**src/rtl/axis_packetizer_pkg.sv**
```systemverilog
`default_nettype none
// ----------------------------------------------------------------------------
// Module  : axis_packetizer_pkg
// Brief   : Shared state encoding and default widths for the AXIS packetizer.
// Revision: 1.0
// ----------------------------------------------------------------------------
package axis_packetizer_pkg;

  localparam int DEF_DATA_WIDTH = 32;
  localparam int DEF_LEN_WIDTH  = 16;

  typedef enum logic [1:0] {
    ST_IDLE  = 2'd0,
    ST_RUN   = 2'd1,
    ST_DRAIN = 2'd2
  } state_e;

endpackage
`default_nettype wire

```
**src/rtl/axis_packetizer_skid_buffer.sv**
```systemverilog
`default_nettype none
// ----------------------------------------------------------------------------
// Module  : axis_skid_buffer
// Brief   : Two-entry registered skid buffer; in_ready depends only on state.
// Revision: 1.0
// ----------------------------------------------------------------------------
module axis_skid_buffer #(
  parameter int WIDTH = 33
) (
  input  logic             clk,
  input  logic             reset,
  input  logic             in_valid,
  output logic             in_ready,
  input  logic [WIDTH-1:0] in_data,
  output logic             out_valid,
  input  logic             out_ready,
  output logic [WIDTH-1:0] out_data,
  output logic             empty
);

  logic             out_valid_q, out_valid_d;
  logic [WIDTH-1:0] out_data_q,  out_data_d;
  logic             skid_valid_q, skid_valid_d;
  logic [WIDTH-1:0] skid_data_q,  skid_data_d;
  logic             w_load;
  logic             w_push;

  assign w_load = out_ready || !out_valid_q;
  assign w_push = in_valid && !skid_valid_q;

  always_comb begin
    out_valid_d  = out_valid_q;
    out_data_d   = out_data_q;
    skid_valid_d = skid_valid_q;
    skid_data_d  = skid_data_q;
    if (w_load) begin
      // Skid entry always drains first; input is blocked while it is occupied.
      if (skid_valid_q) begin
        out_valid_d  = 1'b1;
        out_data_d   = skid_data_q;
        skid_valid_d = 1'b0;
      end else if (w_push) begin
        out_valid_d = 1'b1;
        out_data_d  = in_data;
      end else begin
        out_valid_d = 1'b0;
      end
    end else if (w_push) begin
      skid_valid_d = 1'b1;
      skid_data_d  = in_data;
    end
  end

  always_ff @(posedge clk) begin
    if (reset) begin
      out_valid_q  <= 1'b0;
      out_data_q   <= '0;
      skid_valid_q <= 1'b0;
      skid_data_q  <= '0;
    end else begin
      out_valid_q  <= out_valid_d;
      out_data_q   <= out_data_d;
      skid_valid_q <= skid_valid_d;
      skid_data_q  <= skid_data_d;
    end
  end

  assign in_ready  = !skid_valid_q;
  assign out_valid = out_valid_q;
  assign out_data  = out_data_q;
  assign empty     = !out_valid_q && !skid_valid_q;

endmodule
`default_nettype wire

```
**src/rtl/axis_packetizer.sv**
```systemverilog
`default_nettype none
// ----------------------------------------------------------------------------
// Module  : axis_packetizer
// Brief   : Cuts a continuous AXI4-Stream into armed fixed-length TLAST packets.
// Revision: 1.0
// ----------------------------------------------------------------------------
module axis_packetizer
  import axis_packetizer_pkg::*;
#(
  parameter int DATA_WIDTH = DEF_DATA_WIDTH,
  parameter int LEN_WIDTH  = DEF_LEN_WIDTH
) (
  input  logic                  clk,
  input  logic                  reset,
  input  logic                  s_tvalid,
  output logic                  s_tready,
  input  logic [DATA_WIDTH-1:0] s_tdata,
  output logic                  m_tvalid,
  input  logic                  m_tready,
  output logic [DATA_WIDTH-1:0] m_tdata,
  output logic                  m_tlast,
  input  logic                  start,
  input  logic [LEN_WIDTH-1:0]  frame_len,
  output logic                  busy,
  output logic                  done,
  output logic [LEN_WIDTH-1:0]  dropped
);

  state_e               state_q, state_d;
  logic [LEN_WIDTH-1:0] len_q, len_d;
  logic [LEN_WIDTH-1:0] beat_cnt_q, beat_cnt_d;
  logic [LEN_WIDTH-1:0] dropped_q, dropped_d;

  logic                  w_last;
  logic                  w_in_valid;
  logic                  w_in_ready;
  logic                  w_empty;
  logic [DATA_WIDTH:0]   w_out_data;

  // len_q is never zero outside IDLE, so len_q-1 cannot wrap while in use.
  assign w_last     = (beat_cnt_q == (len_q - LEN_WIDTH'(1)));
  assign w_in_valid = (state_q == ST_RUN) && s_tvalid;

  always_comb begin
    state_d    = state_q;
    len_d      = len_q;
    beat_cnt_d = beat_cnt_q;
    dropped_d  = dropped_q;
    s_tready   = 1'b0;
    done       = 1'b0;
    case (state_q)
      ST_IDLE: begin
        s_tready = 1'b1;
        if (s_tvalid && (dropped_q != {LEN_WIDTH{1'b1}})) begin
          dropped_d = dropped_q + LEN_WIDTH'(1);
        end
        if (start && (frame_len != '0)) begin
          state_d    = ST_RUN;
          len_d      = frame_len;
          beat_cnt_d = '0;
          dropped_d  = '0;
        end
      end
      ST_RUN: begin
        s_tready = w_in_ready;
        if (s_tvalid && w_in_ready) begin
          beat_cnt_d = beat_cnt_q + LEN_WIDTH'(1);
          if (w_last) begin
            state_d = ST_DRAIN;
          end
        end
      end
      ST_DRAIN: begin
        if (w_empty) begin
          state_d = ST_IDLE;
          done    = 1'b1;
        end
      end
      default: state_d = ST_IDLE;
    endcase
  end

  always_ff @(posedge clk) begin
    if (reset) begin
      state_q    <= ST_IDLE;
      len_q      <= '0;
      beat_cnt_q <= '0;
      dropped_q  <= '0;
    end else begin
      state_q    <= state_d;
      len_q      <= len_d;
      beat_cnt_q <= beat_cnt_d;
      dropped_q  <= dropped_d;
    end
  end

  axis_skid_buffer #(
    .WIDTH(DATA_WIDTH + 1)
  ) u_skid (
    .clk      (clk),
    .reset    (reset),
    .in_valid (w_in_valid),
    .in_ready (w_in_ready),
    .in_data  ({w_last, s_tdata}),
    .out_valid(m_tvalid),
    .out_ready(m_tready),
    .out_data (w_out_data),
    .empty    (w_empty)
  );

  assign m_tlast = w_out_data[DATA_WIDTH];
  assign m_tdata = w_out_data[DATA_WIDTH-1:0];
  assign busy    = (state_q != ST_IDLE);
  assign dropped = dropped_q;

endmodule
`default_nettype wire

```
**config.mk**
```make
export PLATFORM = sky130hd
export DESIGN_NAME = axis_packetizer
export DESIGN_NICKNAME = d
export VERILOG_FILES = /design/src/rtl/axis_packetizer_pkg.sv /design/src/rtl/axis_packetizer_skid_buffer.sv /design/src/rtl/axis_packetizer.sv
export SDC_FILE = /design/constraint.sdc
export NUM_CORES = 1
export LEC_CHECK = 0
export CORE_MARGIN = 4
export CORE_UTILIZATION = 45
export DETAILED_ROUTE_END_ITERATION = 16
export GPL_ROUTABILITY_DRIVEN = 1
export PLACE_DENSITY = 0.7
export SYNTH_ARGS = -nofsm -noshare
export SYNTH_HDL_FRONTEND = slang
export SYNTH_HIERARCHICAL = 1
export SYNTH_SLANG_ARGS = --single-unit
```
**constraint.sdc**
```tcl
create_clock -name clk -period 7.6 [get_ports clk]
set_clock_uncertainty 0.05 [all_clocks]
set_input_delay 1.52 -clock clk [delete_from_list [all_inputs] [get_ports clk]]
set_output_delay 1.52 -clock clk [all_outputs]
set_load 0.005 [all_outputs]
```
==> summary.md <==
| Metric | Value |
|---|---|
| Status | `completed` |
| Final slew viol count | `0` |
| Synth area leader | `dfxtp_1` |
| Max Clock Freq | `between 200 and 250 MHz` |
| Mux cell area share after synthesis | `between 8 and 9%` |
| Worst-path clk slew | `about 0.06 ns` |
| Syn Std Cell Area | `a little under 6000 um^2` |
| Internal power | `roughly 1.2 mW` |
| Worst path max stage delay | `~0.81 ns` |
| CP Capture Point | `beat_cnt_q[9]` |
| Post-cts resize count | `0` |
| Simple-Gate Fraction of Synth Area | `a little over a fifth` |
| DP Area | `just under 7000 um^2` |
| Starting Density | `46.1%` |
| CTS Sinks | `between 100 and 150` |
| Flop-to-flop setup slack | `4.68 ns` |
| Critical Path Start | `frame_len[1]` |
| Synth Instances | `between 600 and 700` |
| Largest family of logic cells by synthesized area | `simple AND/OR/NAND/NOR gates` |
| Wire per inst | `between 15 and 20 um` |
| R2r endpoint | `beat_cnt_q[2]` |
| Instance count on the critical path | `5` |
| Net load switching power | `roughly 0.39 mW` |
| Synth Area in Adders | `less than 1%` |
| Largest net degree at the start of global routing | `a little over 90` |
| Num CTS Buffers | `17` |
| Post-Synth XOR/XNOR Area | `under 10%` |
| Setup TNS | `0 ns` |
| TritonCTS clock tree | `done` |
| Leak | `2.41 nW` |
| Hold WC Path Type | `flop to flop` |
| Crit path launch type | `input port` |
| Setup violations, final | `0` |
| Clock root buffer master | `clkbuf_16` |
| Post-CTS setup buffer count | `0` |
| Routed Wire Length | `approximately 15 mm` |
| Cell variety after synth | `between 60 and 70` |
| Critical path type | `input port to flop` |
| Bufs and invs on worst path | `1` |
| RSZ-0062 raised after global routing | `no` |
| Initial antenna violation count | `0` |
| Synth Flop Type | `dfxtp_1` |
| Worst Setup End Kind | `flop` |
| Synth area leaders | `dfxtp_1 (41%), mux2i_1 (8.3%), a21oi_1 (7.3%), a211oi_2 (6.9%), nand2_1 (5.4%)` |
| CP Cell Sequence | `clkdlybuf4s50_1 -> nor4_1 -> a41oi_4 -> or2_1 -> a21oi_1` |
| Final worst path period share | `between 50% and 60%` |
| Synthesized area per cell | `about 9 um^2` |
| All-Layer GR Usage | `20.4%` |
| Hold buffers post-CTS | `0` |
| Compound-Gate Fraction of Synth Area | `18.8%` |
| Post-DP HPWL | `around 10 mm` |
| Relative slew margins | `a little under a fifth` |
| Worst path slowest cell | `nor4_1` |
| Seq/Total Area, Yosys | `around two fifths` |
| NumNets Final | `789` |
| # H-tree levels | `4` |
| Cell Rows | `between 40 and 50` |
| Slew at the pin closest to its max-slew limit | `roughly 1.2 ns` |
| Post-placement setup slack | `between 2 and 3 ns` |
| Die area | `between 10000 and 15000 um^2` |
| Max-cap violation count | `0` |
| DIE WIDTH | `between 100 and 150 um` |
| Antenna Violating Nets Remaining | `0` |
| R2R depth | `4` |
| Yosys warning total | `6` |
| Final min period | `4.26 ns` |
| Post-route design area | `between 7000 and 8000 um^2` |
| Core area | `approximately 13000 um^2` |
| Vias in the first global route | `just under 5000` |
| Ports | `106` |
| Router iterations before antenna repair | `5` |
| Max rail drop VDD | `between 100 and 150 uV` |
| Post-synth ARST share | `0%` |
| Vias | `between 5000 and 6000` |
| Layout cells sized above 1 | `between 10% and 20%` |
| Clk Latency, worst-skew pair | `around 0.42 ns` |
| DR iter-0 viols | `approximately 350` |
| Via-to-Cell Ratio | `roughly 5.5` |
| Final core utilization | `about three fifths` |
| Ant. Diodes | `0` |
| CTS Buffer Depth | `2` |
| Comb power frac | `between 10% and 20%` |
| Register bit count reported by yosys | `around 120` |
| I/O Buffers | `approximately 110` |
| Sw Share | `25.3%` |
| Crit Reg-Reg Startpoint | `state_q[0]` |
| CP max FO | `28` |
| DRC viols | `0` |
| Synth top cells by count | `dfxtp_1 (118), a21oi_1 (85), nand2_1 (83)` |
| Critical Path RT | `7.88 ns` |
| Gpl congestion | `about 0.82` |
| Syn Nets | `a little over 700` |
| Power share of the clock group | `a little under half` |
| Area fraction of the dominant cell type after synthesis | `between 40% and 50%` |
| Seq pwr share | `between 40 and 50%` |
| First-pass GRT wire length | `around 24 mm` |
| Worst setup margin | `3.34 ns` |
| WP data arrival | `about 4.5 ns` |
| Pwr dens | `roughly 210 nW/um^2` |
| Critical path's top delay family | `simple AND/OR/NAND/NOR gates` |
| Post-synth EDFFs | `0` |
| Grt ovf | `0` |
| Fill cells | `around 1100` |
| Area Overhead vs Synth | `26.9%` |
| Fin. Hold Viols | `0` |
| Most common cell in the netlist | `dfxtp_1` |
| Die Span Y | `122 um` |
## per-stage QoR
step / hold WS (ns) / power [mW] / cells
floorplan: 0.386 / 0.782 / 651
global placement: 0.391 / 0.854 / 886
detailed placement: 0.400 / 0.860 / 886
CTS: 0.407 / 1.57 / 918
global route: 0.427 / 1.62 / 918
finish: 0.408 / 1.56 / 918
## state kept, by name, indices dropped and copies added (netlist names)
| signal | count |
|---|---|
| dropped | 16 |
| u_skid/skid_valid_q | 1 |
| u_skid/out_valid | 1 |
| beat_cnt_q | 16 |
| len_q | 16 |
| u_skid/out_data | 33 |
| state_q | 2 |
| u_skid/skid_data_q | 33 |
## cells by family (layout without fill, tap and decap cells)
logic type,Yosys count,in the layout
mux,49,49
fa+ha+maj,3,3
xor+xnor,35,35
buf+inv,59,154
compound gates,149,149
flops,118,118
simple gates,238,238
## worst min-delay path by stage
| stage | from | endpoint | cells after the start |
|---|---|---|---|
| 2_1_floorplan | u_skid/skid_data_q[0] | u_skid/skid_data_q[0] | 2 |
| 3_3_place_gp | u_skid/skid_data_q[7] | u_skid/skid_data_q[7] | 2 |
| 3_5_place_dp | u_skid/skid_data_q[1] | u_skid/skid_data_q[1] | 2 |
| 4_1_cts | u_skid/skid_data_q[1] | u_skid/skid_data_q[1] | 2 |
| 5_1_grt | u_skid/skid_data_q[25] | u_skid/skid_data_q[25] | 2 |
| 6_report | u_skid/skid_data_q[16] | u_skid/skid_data_q[16] | 2 |
## power by group through the flow
stage               registers (mW)  clock network (mW)  logic [mW]
floorplan                    0.664                   0       0.118
global placement             0.670                   0       0.184
detailed placement           0.671                   0       0.189
CTS                          0.658               0.719       0.190
global route                 0.660               0.750       0.205
finish                       0.658               0.711       0.189
## layout by cell type (no fill, tap or decap), types with 2 or more instances in the layout
| master | count |
|---|---|
| a211oi_1 | 4 |
| a211oi_2 | 32 |
| a21oi_1 | 85 |
| a31oi_1 | 2 |
| and2_1 | 2 |
| and3_1 | 2 |
| and3b_1 | 2 |
| and4_1 | 2 |
| buf_4 | 5 |
| clkbuf_1 | 5 |
| clkbuf_16 | 17 |
| clkbuf_8 | 2 |
| clkdlybuf4s50_1 | 104 |
| clkinv_2 | 4 |
| clkinvlp_4 | 3 |
| dfxtp_1 | 117 |
| ha_1 | 3 |
| inv_1 | 13 |
| mux2i_1 | 48 |
| nand2_1 | 83 |
| nand3_1 | 9 |
| nand4_1 | 9 |
| nor2_1 | 58 |
| nor2b_1 | 4 |
| nor3_1 | 14 |
| nor3_2 | 3 |
| nor3b_1 | 2 |
| nor4_1 | 10 |
| nor4b_1 | 2 |
| o21ai_0 | 11 |
| or2_1 | 2 |
| or3_1 | 12 |
| or4_1 | 2 |
| or4_4 | 2 |
| xnor2_1 | 24 |
| xor2_1 | 11 |
## tightest hold or removal path: stages (launching register included)
cell     delay (ns)
dfxtp_1        0.31
nand2_1        0.05
a21oi_1        0.05
## metal layers
layer / GRT usage [%] / wire [um]
met1: 24.8 / 6540
met2: 34.3 / 7420
met3: 6.27 / 876
met4: 6.93 / 262
met5: 0 / 0
## area by class of cell
class / count / area (um^2) / area share (%)
Tap cell: 172 / 215 / 2.91
Clock inverter: 8 / 51.3 / 0.695
Multi-Input combinational cell: 474 / 3160 / 42.7
Timing Repair Buffer: 109 / 1080 / 14.6
Clock buffer: 24 / 472 / 6.39
Inverter: 13 / 48.8 / 0.661
Sequential cell: 118 / 2360 / 32.0
Power figures use the tool's default switching activity.
